### src/rtl/display_scan_ctrl.sv
// Multiplexed 7-segment scan controller: one shared BCD decoder, DIGITS common-anode positions,
// double-buffered value committed at frame boundaries, optional leading-zero blanking.
module display_scan_ctrl #(
  parameter int DIGITS      = 4,
  parameter int REFRESH_DIV = 50000
) (
  input  logic                clk,
  input  logic                rst,
  input  logic                load,
  input  logic [4*DIGITS-1:0] value,
  input  logic                blank_lz,
  input  logic [6:0]          S,
  output logic [3:0]          BCD,
  output logic [6:0]          seg,
  output logic [DIGITS-1:0]   an,
  output logic                pending,
  output logic                frame_done
);

  localparam int TW = $clog2(REFRESH_DIV);
  localparam int DW = $clog2(DIGITS);
  localparam logic [TW-1:0] TICK_LAST  = TW'(REFRESH_DIV - 1);
  localparam logic [DW-1:0] DIGIT_LAST = DW'(DIGITS - 1);

  logic [TW-1:0]       tick;
  logic [DW-1:0]       digit;
  logic [4*DIGITS-1:0] active;
  logic [4*DIGITS-1:0] pend_buf;
  logic                pend_flag;
  logic                digit_tick;
  logic                boundary;
  logic [DIGITS-1:0]   zero_from;
  logic                blank;

  assign digit_tick = (tick == TICK_LAST);
  assign boundary   = digit_tick && (digit == DIGIT_LAST);

  always_ff @(posedge clk) begin
    if (rst) begin
      tick      <= '0;
      digit     <= '0;
      active    <= '0;
      pend_buf  <= '0;
      pend_flag <= 1'b0;
    end else begin
      if (digit_tick) begin
        tick  <= '0;
        digit <= (digit == DIGIT_LAST) ? '0 : digit + 1'b1;
      end else begin
        tick <= tick + 1'b1;
      end

      // A load landing on the boundary bypasses the pending buffer so it shows next cycle.
      if (load && boundary) begin
        active    <= value;
        pend_flag <= 1'b0;
      end else if (load) begin
        pend_buf  <= value;
        pend_flag <= 1'b1;
      end else if (boundary && pend_flag) begin
        active    <= pend_buf;
        pend_flag <= 1'b0;
      end
    end
  end

  // zero_from[i] is set when every nibble from position i upward is zero.
  always_comb begin
    zero_from = '0;
    zero_from[DIGITS-1] = (active[4*(DIGITS-1) +: 4] == 4'd0);
    for (int i = DIGITS - 2; i >= 0; i--) begin
      zero_from[i] = zero_from[i+1] && (active[4*i +: 4] == 4'd0);
    end
  end

  assign blank      = blank_lz && (digit != '0) && zero_from[digit];
  assign BCD        = active[4*digit +: 4];
  assign seg        = blank ? 7'd0 : S;
  assign an         = DIGITS'(1) << digit;
  assign pending    = pend_flag;
  assign frame_done = boundary;

endmodule

### config.mk
export PLATFORM = sky130hd
export DESIGN_NAME = display_scan_ctrl
export DESIGN_NICKNAME = d
export VERILOG_FILES = /design/src/rtl/display_scan_ctrl.sv
export SDC_FILE = /design/constraint.sdc
export NUM_CORES = 1
export LEC_CHECK = 0
export ABC_AREA = 1
export CORE_UTILIZATION = 48
export CTS_BUF_LIST = sky130_fd_sc_hd__clkbuf_8
export CTS_CLUSTER_SIZE = 25
export DETAILED_ROUTE_END_ITERATION = 16
export DONT_BUFFER_PORTS = 1
export PLACE_DENSITY_LB_ADDON = 0.08
export SLEW_MARGIN = 30
export SYNTH_ARGS = -nofsm -noshare
export SYNTH_HDL_FRONTEND = slang
export SYNTH_SLANG_ARGS = --single-unit
### constraint.sdc
create_clock -name clk -period 3.7 [get_ports clk]
set_clock_uncertainty 0.05 [all_clocks]
set_input_delay 0.74 -clock clk [delete_from_list [all_inputs] [get_ports clk]]
set_output_delay 0.74 -clock clk [all_outputs]
set_load 0.01 [all_outputs]
# Word-level counts from Yosys, hierarchy flattened
# Cells that the tools add are included.
[classes] n_addsub=2 magnitude_cmp=1 n_eq_ne=3 shift=2 n_mux=9 bitwise_logic=1 n_reduce_logical=19
[ops] op="$mux W16" count=3
[ops] op="$add A16 B1 Y16 const B" count=1
[ops] op="$eq A16 B16 Y1 const B" count=1
[ops] op="$logic_not A4 Y1" count=4
[ops] op="$shiftx A16 B5 Y4" count=1
[ops] op="$logic_and A1 B1 Y1" count=8
[ops] op="$mux W7" count=1
[ops] op="$reduce_bool A2 Y1" count=3
[ops] op="$reduce_and A2 Y1" count=2
[ops] op="$reduce_or A2 Y1" count=2
[ops] op="$shl A1 B2 Y4 const A" count=1
[ops] op="$lt A2 B3 Y1 const B" count=1
[ops] op="$mux W1" count=3
[ops] op="$add A2 B1 Y2 const B" count=1
[ops] op="$bmux W1 S2" count=1
[ops] op="$eq A2 B2 Y1 const B" count=1
[ops] op="$mux W2" count=1
[ops] op="$ne A2 B1 Y1 const B" count=1
[ops] op="$not A1 Y1" count=1
[word_totals] reg_bits=51 input_bits=27 output_inout_bits=17 word_cells=42

# Depth between registers and ports, before layout
# Gate-level depths: netlist of run 1.
[logic_depth] ltp_word=8 ltp_mapped=10 depth_no_buf=9

# Least setup slack after synthesis of run 1
# OpenSTA, ideal clock, no wires.
[synth_timing] path_type="reg2out" startpoint="register digit[0]" endpoint="output seg[0]" arrival_time_ns=1.636 required_ns=2.910 setup_slack_ns=1.274 stages_incl_launch_ff=9 n_path_buf=2 cell_sequence="dfxtp_1 clkbuf_1 inv_1 clkbuf_1 ha_1 a211oi_1 nand2_1 inv_1 nor2_1"
[synth_between] elab_chain_len=4 word_cells_on_any_way=6 cone_classes="mux (3); reduce/logical (3)"
[synth_lines] item="from (decl)" line_no="26" text="logic [DW-1:0] digit;"
[synth_lines] item="from (signal assigned)" line_no="48" text="digit <= (digit == DIGIT_LAST) ? '0 : digit + 1'b1;"
[synth_lines] item="$bmux W1 S2 or $reduce_bool A2 Y1 (tied branches)" line_no="76" text="assign blank = blank_lz && (digit != '0) && zero_from[digit];"
[synth_lines] item="$mux W1 (not written as such) or $logic_and A1 B1 Y1 (tied branches)" line_no="76"
[synth_lines] item="$logic_and A1 B1 Y1 *" line_no="76"
[synth_lines] item="$mux W7 *" line_no="78" text="assign seg = blank ? 7'd0 : S;"
[synth_lines] item="to (decl)" line_no="14" text="output logic [6:0] seg,"
# Every way passes the cells marked *; elsewhere a longest branch is shown, timed or not. The select of a mux whose other input is x is not followed.

# Worst setup path after layout of run 1
[layout_timing] startpoint="register digit[0]" endpoint="output seg[4]"
# The elaborated chain is that of the path after synthesis.

==> results of run 1 <==
## power by group
group | leakage [nW] | internal, mW | switching, mW
clock network | 0.0453 | 0.130 | 0.188
logic | 0.922 | 0.0240 | 0.0440
registers | 0.416 | 0.564 | 0.00886
total | 1.38 | 0.718 | 0.241
## layout by cell type, fill, tap and decap left out
cell type   instances
nor2_1             60
inv_1              74
nor2_4              2
o21a_1              1
nor3_4              1
ha_1                5
buf_4               1
a211oi_1            2
nand4_2             1
nor3_1              5
inv_2               4
nor3_2              1
nand3_4             1
clkbuf_8            5
a21oi_2            10
a21oi_1            27
dfxtp_1            51
nand3_1             7
xor2_1              2
nor2_2              2
xnor2_1             1
nand2_2             3
clkinv_2            2
o21ai_0            25
clkinvlp_4          1
nand2_1           110
nand3_2             2
nand4_1             7
nand4_4             1
or2_0               2
## worst max-delay path by stage
stage | start | to | slack, ps | cells past startpoint
floorplan | digit[0] | seg[0] | 1270 | 8
global placement | digit[0] | seg[1] | 1350 | 6
detailed placement | digit[0] | seg[0] | 1300 | 6
CTS | digit[0] | seg[0] | 950 | 6
global route | digit[0] | seg[6] | 700 | 6
finish | digit[0] | seg[4] | 960 | 6
## per-layer routing
layer	part of all wire (%)	track usage [%]	vias up
met3	3.2	4.419	8
met1	49	28.37	1032
met5	0	0	-
met4	1.3	7.407	0
li1	-	-	1268
met2	47	34.12	28
## critical path, stage by stage (launching register included)
cell and delay [ps]:
dfxtp_1 510, inv_1 270, ha_1 330, a211oi_1 220
nand2_1 70, inv_1 150, nor2_1 100
## per-stage QoR
stage	area, sq um	worst slack (ps)	hold WS [ps]	total power, mW	utilization (%)
after detailed placement	2778	1295	400.5	0.6547	50.14
after floorplan	2778	1274	378.6	0.6462	-
after global routing	2863	702.8	428.6	1.017	51.67
final	2863	956.3	422.3	0.9592	51.67
after global placement	2778	1348	396.7	0.6531	50.14
after CTS	2863	950.2	420.9	0.9722	51.67
## kinds of logic after synthesis
family | after synthesis | synth area share [%]
xor+xnor | 3 | 0.9461
fa+ha+maj | 5 | 2.252
flops | 51 | 36.76
simple gates | 205 | 32.61
buf+inv | 92 | 14.10
compound gates | 65 | 13.33
## sequential cells by signal, summed over array words and instances, names as in the netlist
register,count
active,16
pend_buf,16
tick,16
digit,2
pending,1
## cell type report
class / instances / area (sq um)
fill: 607 / 2678
multi-input combinational: 278 / 1365
sequential: 51 / 1021
inverter: 78 / 294.0
tap: 72 / 90.09
clock buffer: 5 / 68.82
clock inverter: 3 / 16.27
timing repair buffer: 1 / 7.507
==> impl_results.md, run 1 <==
* Length in cells of the worst reg-to-reg path at 8
* 1st-pass router iterations at 4
* Antenna Cells at 0
* Die ar. at 0.006095 sq mm
* Slew Limit Fails at 0
* DP Cell Count at 480
* Yosys top cell by area: dfxtp_1
* Inserted Clock Buffers at 5
* Syn nets at 453
* Number of DRC markers in iteration 0 at 109
* DIE HEIGHT at 78.07 um
* Synthesized area at 0.002778 sq mm
* Largest net degree at the start of global routing at 34
* Hold Violations, Final at 0
* Critical Path Sink Type: output pin
* Ys flop type: dfxtp_1
* Vias in the first global route at 2140
* Post-DP HPWL at 4.262 mm
* Yosys reg bits at 51
* Power Density at 335.1 mW/mm^2
* Core ar. at 0.005540 sq mm
* Die W at 78.07 um
* Clk buf depth at 2
* Avg Inst Size Synth at 6.598 sq um
* Clock edge transition at the registers on the reported setup and hold paths at 100 ps
* Final Non-Filler Cells at 488
* Count of cells resized by post-cts repair at 0
* Status: completed
* Cell with the most instances after synthesis: nand2_1
* Setup TNS at 0 ps
* Post-synth EDFFs at 0
* Latest clock arrival within the worst-skew pair at 300 ps
* First-pass GRT wire length at 10.20 mm
* TritonCTS clock tree: yes
* RSZ-0062 raised after global routing: false
* Total track usage at 21.30%
* Antenna Violating Nets Remaining at 0
* Critical path startpoint category: register
* Distinct cells, synth at 31
* Yosys top cell area share at 36.76%
* Maxcap violations at 0
* H-Tree Level Count at 2
* Critical path class: reg -> out
* Root Buffer: clkbuf_8
* Post-layout min period at 2744 ps
* Layout cells sized above 1 at 8.894%
* Data arrival, critical path at 1950 ps
* Seq/Total Area, Yosys at 36.76%
* Req. time, crit path at 2910 ps
* # DRC at 0
* Initial Util at 50.14%
* Routed vias at 2336
* Port Buf Inserts at 0
* Maximum VDD drop at 0.0001764 V
* Antenna violations before repair at 0
* CP Max Fanout at 15
* Total clock sinks at 51
* Final Setup Violations at 0
* F_max at 364.5 MHz
* Top cells by area, synth: dfxtp_1 (37%), nand2_1 (15%), inv_1 (9.9%)
* Post-CTS setup buffers at 0
* GRT overflow at 0
* R2R setup slack at 1710 ps
* R2R Path Start: tick[0]
* Worst Hold End: tick[0]
* Hold path start: tick[0]
* Synth warn at 0
* Slew Limit Headroom at 68.03%
* # hold bufs at CTS at 0
* HP Class: reg -> reg
* Cells after Synth at 421
* Final WL at 5.884 mm
* Synth top cells by count: nand2_1 (110), inv_1 (73), nor2_1 (60)
* Pleak at 1.384 nW
* Area Growth Syn to Fin at 3.063%
* Fraction of registers with async set/reset at 0%
* Worst Hold Depth at 1
* Final period utilization at 74.15%
* # nets final at 447
* # rows at 27
* Worst slew pin tran at 478.4 ps
* R2R Path End: tick[12]
* Routability cong. at 0.8240
* Post-DR vias/cell at 4.787
* IO Pins at 44
* Per-cell routed wire length at 12.06 um
Note: power is estimated with default switching activity, not from simulation.
==> inputs of run 2 (changes only) <==
- clock period: 3.7 -> 2.7 ns (I/O delays scaled with it)
==> run 2 against run 1 <==
Net effect: critical path depth stayed put; first-iteration DRC count is 31% lower; clock power is 53% higher; via count is 0.81% higher; die area stayed put; final cell count is 0.41% higher; non-clock buffer count is 2 higher; critical endpoint is now seg[2].
==> impl_results.md, run 2 (synthesis gave the netlist of run 1 again) <==
* Area post-placement at 0.002778 sq mm (unchanged)
* Cell area after layout at 0.002898 sq mm (+1.2%)
* Clock edge transition at the registers on the reported setup and hold paths at 90 ps (about the same)
* Maximum VDD drop at 0.0003623 V (+110%)
* Total clock sinks at 51 (unchanged)
* Length in cells of the worst reg-to-reg path at 8 (unchanged)
* Pleak at 1.403 nW (+1.4%)
* Most common cell after layout, fill and taps aside: nand2_1
* Slew Limit Headroom at 66.09% (-1.9 points)
* CP Max Fanout at 12 (-3)
* Data arrival, critical path at 1730 ps (-220 ps)
* Hold path start: rst
* Critical path startpoint category: register
* Routed vias at 2355 (+0.81%)
* Core ar. at 0.005540 sq mm (unchanged)
* Final Non-Filler Cells at 490 (+0.41%)
* TritonCTS clock tree: yes
* Die ar. at 0.006095 sq mm (unchanged)
* Die W at 78.07 um (unchanged)
* Per-cell routed wire length at 12.01 um (-0.43%)
* # nets final at 449 (+0.45%)
* Initial Util at 50.14% (unchanged)
* R2R Path Start: tick[0]
* IO Pins at 44 (unchanged)
* Critical path class: reg -> out
* Routability cong. at 0.7878 (-4.4%)
* Worst slew pin tran at 507.4 ps (+29.01 ps)
* Antenna Cells at 0 (unchanged)
* 1st-pass router iterations at 4 (unchanged)
* Max stage delay on crit path at 400 ps (-110 ps)
* Hold Violations, Final at 0 (unchanged)
* Vias in the first global route at 2059 (-3.8%)
* GRT overflow at 0 (unchanged)
* Status: completed
* Slowest CP cell: dfxtp_1
* HP Class: in -> reg
* Post-DP HPWL at 4.246 mm (-0.38%)
* Area Growth Syn to Fin at 4.324%
* # rows at 27 (unchanged)
* Clk buf depth at 2 (unchanged)
* CP dominant cell by count: inv_1
* Critical Path Sink Type: output pin
* Final Setup Violations at 0 (unchanged)
* Post-layout util at 52.30% (+0.63 points)
* Root Buffer: clkbuf_8
* Req. time, crit path at 2110 ps (-800 ps)
* RSZ-0062 raised after global routing: false
* Fillers at 572 (-5.8%)
* Crit path from: digit[1]
* CP Depth at 6 (unchanged)
* WP buf/inv at 2 (unchanged)
* Commonest cells after routing, fill and taps aside: nand2_1 (110), inv_1 (73), nor2_1 (60)
* Power Density at 470.8 mW/mm^2 (+41%)
* Setup TNS at 0 ps (unchanged)
* First-pass GRT wire length at 9.887 mm (-3.0%)
* Critical path, cell by cell: inv_1 -> ha_1 -> a211oi_1 -> nand2_1 -> inv_1 -> nor2_1
* Number of DRC markers in iteration 0 at 75 (-31%)
* Inserted Clock Buffers at 5 (unchanged)
* Kind of cell adding the most delay to the critical path: flip-flops
* H-Tree Level Count at 2 (unchanged)
* DP Cell Count at 480 (unchanged)
* Maxcap violations at 0 (unchanged)
* # hold bufs at CTS at 0 (unchanged)
* Final period utilization at 85.82%
* Total track usage at 20.74% (-0.57 points)
* # DRC at 0 (unchanged)
* Antenna Violating Nets Remaining at 0 (unchanged)
* Largest net degree at the start of global routing at 33 (-2.9%)
* Antenna violations before repair at 0 (unchanged)
* Worst Hold Depth at 1 (unchanged)
* Layout cells sized above 1 at 9.809% (+0.91 points)
* DIE HEIGHT at 78.07 um (unchanged)
* Latest clock arrival within the worst-skew pair at 310 ps (about the same)
* Post-DR vias/cell at 4.806 (+0.40%)
* Final WL at 5.883 mm (about the same)
* Post-layout min period at 2317 ps
* Top Registers: active: 16 flops, pend_buf: 16 flops, tick: 16 flops
* Slew Limit Fails at 0 (unchanged)
* F_max at 431.6 MHz
* Port Buf Inserts at 0 (unchanged)
## run 2: cell types whose count changed in the layout (fill, tap and decap cells not counted)
cell | previous run | this run
buf_4 | 1 | 3
clkbuf_8 | 5 | 7
clkinv_2 | 2 | 1
dfxtp_1 | 51 | 50
dfxtp_2 | 0 | 1
inv_1 | 74 | 73
## run 2: report_power, final
part           internal (mW)  leakage (nW)  switching, mW
Clock                  0.231        0.0557          0.254
Sequential             0.773         0.416         0.0123
Combinational         0.0329         0.931         0.0609
## run 2: area by class of cell
cell class | count | area (sq um) | share of cell area (%)
Clock buffer | 7 | 96.34 | 3.325
Clock inverter | 1 | 3.754 | 0.1295
Inverter | 78 | 297.8 | 10.28
Multi-Input combinational cell | 278 | 1365 | 47.11
Sequential cell | 51 | 1022 | 35.28
Tap cell | 72 | 90.09 | 3.109
Timing Repair Buffer | 3 | 22.52 | 0.7772
## run 2: what timing repair did
item,CTS,global route
endpoints found under the setup margin,0,7
gates resized for setup,0,2
setup buffers,0,2
## run 2: worst paths after layout
| check | end | slack, ps |
|---|---|---|
| setup / recovery | seg[2] | 380 |
| hold / removal | digit[0] | 240 |
| setup reg to reg | tick[12] | 720 |
| hold reg to reg | tick[0] | 420 |
## run 2: stage by stage
| step | setup WS, ps | hold WS [ps] | power (mW) |
|---|---|---|---|
| after detailed placement | 478.8 | 405.6 | 0.8976 |
| after global placement | 544.8 | 395.6 | 0.8960 |
| after CTS | 144.0 | 245.8 | 1.379 |
| final | 382.9 | 242.9 | 1.364 |
| after floorplan | 473.7 | 378.6 | 0.8855 |
| after global routing | 116.6 | 232.2 | 1.435 |
## run 2: worst register-to-register path, cell delays in order (launching register included)
cell     delay (ps)
dfxtp_1         380
ha_1            250
nand3_4         130
nor2_4          170
nand2_1         140
nand2_1         380
inv_1           200
o21ai_0         120
a21oi_1          50
## run 2: routing by layer
| layer | track usage, % | vias to the layer above | wire (um) |
|---|---|---|---|
| met5 | 0 | - | 0 |
| met4 | 6.111 | 0 | 61 |
| met3 | 5.000 | 6 | 186 |
| met2 | 34.82 | 33 | 2794 |
| met1 | 26.29 | 1035 | 2840 |
| li1 | - | 1281 | - |
==> inputs of run 3 (changes only) <==
- ABC_AREA: 1 -> not set
==> run 3 against run 2 <==
Net effect: flip-flop and latch count did not move; largest power group unchanged; first-iteration DRC count increased by 55%; critical endpoint is now frame_done; critical path depth shrank 3; setup slack lost 240 ps.
==> impl_results.md, run 3 <==
* Antenna Violating Nets Remaining at 0 (unchanged)
* Hold Violations, Final at 0 (unchanged)
* # rows at 25 (-7.4%)
* Antenna violations before repair at 0 (unchanged)
* Worst Hold Depth at 1 (unchanged)
* Sw Share at 21.21% (-2.8 points)
* Synth warn at 0 (unchanged)
* CP Max Fanout at 18 (+6)
* Dpl ws at 455.6 ps (-23.27 ps)
* Latest clock arrival within the worst-skew pair at 300 ps (about the same)
* Post-DR vias/cell at 5.669 (+18%)
* Worst slew pin tran at 436.1 ps (-71.25 ps)
* Area Growth Syn to Fin at 5.770%
* Avg Inst Size Synth at 8.070 sq um (+22%)
* R2R Path End: active[3]
* Post-synthesis mux area share at 4.014% (+4.0 points)
* GRT overflow at 0 (unchanged)
* Length in cells of the worst reg-to-reg path at 5 (-3)
* Logic gate share of total power at 5.2% (-1.7 points)
* Synthesized area at 0.002494 sq mm (-10%)
* Yosys top cell by area: dfxtp_1
* # hold bufs at CTS at 0 (unchanged)
* Antenna Cells at 0 (unchanged)
* Fillers at 463 (-19%)
* Synth top cells by count: nand2_1 (61), dfxtp_1 (51), a21oi_1 (36)
* Psw at 0.2962 mW (-9.6%)
* Clk pwr share at 39.0% (+3.4 points)
* Port Buf Inserts at 0 (unchanged)
* Layout cells sized above 1 at 8.525% (-1.3 points)
* R2R Path Start: tick[5]
* Maxcap violations at 0 (unchanged)
* H-Tree Level Count at 2 (unchanged)
* Critical path startpoint category: register
* Post-CTS setup buffers at 0 (unchanged)
* Final WL at 5.258 mm (-11%)
* Critical Path Sink Type: output pin
* Post-synth EDFFs at 0 (unchanged)
* Setup TNS at 0 ps (unchanged)
* Post-synthesis compound-gate area fraction at 16.36% (+3.0 points)
* Top Registers: active: 16 flops, pend_buf: 16 flops, tick: 16 flops
* Clock edge transition at the registers on the reported setup and hold paths at 90 ps (about the same)
* Critical path class: reg -> out
* Inserted Clock Buffers at 5 (unchanged)
* Per-cell routed wire length at 14.13 um (+18%)
* Slew Limit Headroom at 70.82% (+4.7 points)
* Total track usage at 21.01% (+0.27 points)
* Data arrival, critical path at 1970 ps (+240 ps)
* 1st-pass router iterations at 4 (unchanged)
* Final period utilization at 94.85% (+9.0 points)
* First-pass GRT wire length at 8.949 mm (-9.5%)
* Worst Hold End: pend_buf[5]
* TritonCTS clock tree: yes
* Cells after Synth at 309 (-27%)
* Post-Synth Adder-Cell Area at 2.509% (+0.26 points)
* P_int at 1.100 mW (+6.1%)
* Slew Limit Fails at 0 (unchanged)
* Total clock sinks at 51 (unchanged)
* Cell with the most instances after synthesis: nand2_1
* Root Buffer: clkbuf_8
* Maximum VDD drop at 0.0003087 V (-15%)
* Vias in the first global route at 1870 (-9.2%)
* Power Density at 529.5 mW/mm^2 (+12%)
* IO Pins at 44 (unchanged)
* Multi-input gate area at 0.001318 sq mm (-3.5%)
* Core ar. at 0.004848 sq mm (-12%)
* Count of cells resized by post-cts repair at 0 (unchanged)
* Initial Util at 51.43% (+1.3 points)
* Simple-Gate Fraction of Synth Area at 25.74% (-6.9 points)
* Status: completed
* Final Setup Violations at 0 (unchanged)
* Final worst setup slack at 139.0 ps (-244.0 ps)
* Post-layout min period at 2561 ps (+244.0 ps)
* Largest family of logic cells by synthesized area: simple AND/OR/NAND/NOR gates
* Top cells by area, synth: dfxtp_1 (41%), nand2_1 (9.2%), a21oi_1 (7.2%)
* Seq/Total Area, Yosys at 40.94% (+4.2 points)
* Yosys top cell area share at 40.94% (+4.2 points)
* HP Class: in -> reg
* Die W at 74.08 um (-5.1%)
* Ys flop type: dfxtp_1
* Yosys reg bits at 51 (unchanged)
* Distinct cells, synth at 36 (+16%)
* # nets final at 336 (-25%)
* Die ar. at 0.005487 sq mm (-10%)
* Number of DRC markers in iteration 0 at 116 (+55%)
* DIE HEIGHT at 74.08 um (-5.1%)
* Clk buf depth at 2 (unchanged)
* RSZ-0062 raised after global routing: false
* Hold path start: rst
* F_max at 390.5 MHz (-9.5%)
* Routed vias at 2109 (-10%)
* Commonest cells after routing, fill and taps aside: nand2_1 (61), dfxtp_1 (51), a21oi_1 (36)
* Routability cong. at 0.7993 (+1.5%)
* Syn nets at 341 (-25%)
* Pleak at 0.8966 nW (-36%)
* Largest net degree at the start of global routing at 48 (+45%)
* Post-DP HPWL at 3.585 mm (-16%)
* # DRC at 0 (unchanged)
* Reg area at 0.001021 sq mm (-0.12%)
* Sequential share of power at 55.8% (-1.8 points)
* Req. time, crit path at 2110 ps (about the same)
* XOR/XNOR Fraction of Synth Area at 4.215% (+3.3 points)
* Most common cell after layout, fill and taps aside: nand2_1
* Fraction of registers with async set/reset at 0% (unchanged)
* R2R setup slack at 470 ps (-250 ps)
## run 3: changes by cell type after synthesis, sizes merged, moves of 6 or more
cell / before / now
nor2b: 0 / 8
nand2: 113 / 61
xnor2: 1 / 10
nor2: 64 / 18
inv: 77 / 8
clkbuf: 5 / 11
nand3: 10 / 21
nor4: 0 / 8
## run 3: worst max-delay path by stage
| stage | slack [ps] | depth (start not counted) | to | start |
|---|---|---|---|---|
| after floorplan | 290 | 6 | seg[0] | digit[0] |
| after global placement | 480 | 3 | frame_done | tick[5] |
| after detailed placement | 460 | 3 | frame_done | tick[5] |
| after CTS | 120 | 3 | frame_done | tick[5] |
| after global routing | 70 | 3 | frame_done | tick[5] |
| final | 140 | 3 | frame_done | tick[5] |
## run 3: layer usage
layer  routed length, um  up-vias  share of wire (%)  global-route usage [%]
li1                    -     1061                  -                       -
met1                2696      975                 51                   30.76
met2                2169       69                 41                   30.61
met3                 366        4                7.0                   5.556
met4                  25        0               0.48                   5.128
met5                   0        -                  0                       0
## run 3: worst max-delay path, cell delays in order (launching register included)
cell and delay [ps]:
dfxtp_1 360, or4_4 580, or4_4 600, inv_8 140
## run 3: cell type report
cell class / instances / share of cell area (%)
clock buffer: 6 / 3.131
sequential: 51 / 38.71
clock inverter: 2 / 1.328
inverter: 8 / 1.423
timing repair buffer: 8 / 2.277
tap: 67 / 3.178
multi-input combinational: 230 / 49.95
## run 3: cells by family (layout without fill, tap and decap cells)
logic type	Yosys count	in the layout
buf+inv	28	24
simple gates	135	135
xor+xnor	12	12
mux	5	5
fa+ha+maj	5	5
flops	51	51
compound gates	73	73
## run 3: power groups by stage
stage | clock [mW] | sequential (mW) | combinational, mW
3_5_place_dp | 0 | 0.797 | 0.0733
3_3_place_gp | 0 | 0.797 | 0.0717
6_report | 0.544 | 0.780 | 0.0723
2_1_floorplan | 0 | 0.797 | 0.0714
5_1_grt | 0.590 | 0.783 | 0.0857
4_1_cts | 0.560 | 0.780 | 0.0734
## run 3: through the flow
stage	cell area, sq um	std cells	utilization [%]	hold slack, ps	power [mW]
6_report	2638	372	54.40	246.0	1.396
5_1_grt	2638	372	54.40	224.1	1.458
4_1_cts	2638	372	54.40	235.0	1.413
3_5_place_dp	2520	364	51.97	390.1	0.8705
3_3_place_gp	2520	364	51.97	385.0	0.8686
2_1_floorplan	2494	309	-	379.9	0.8680
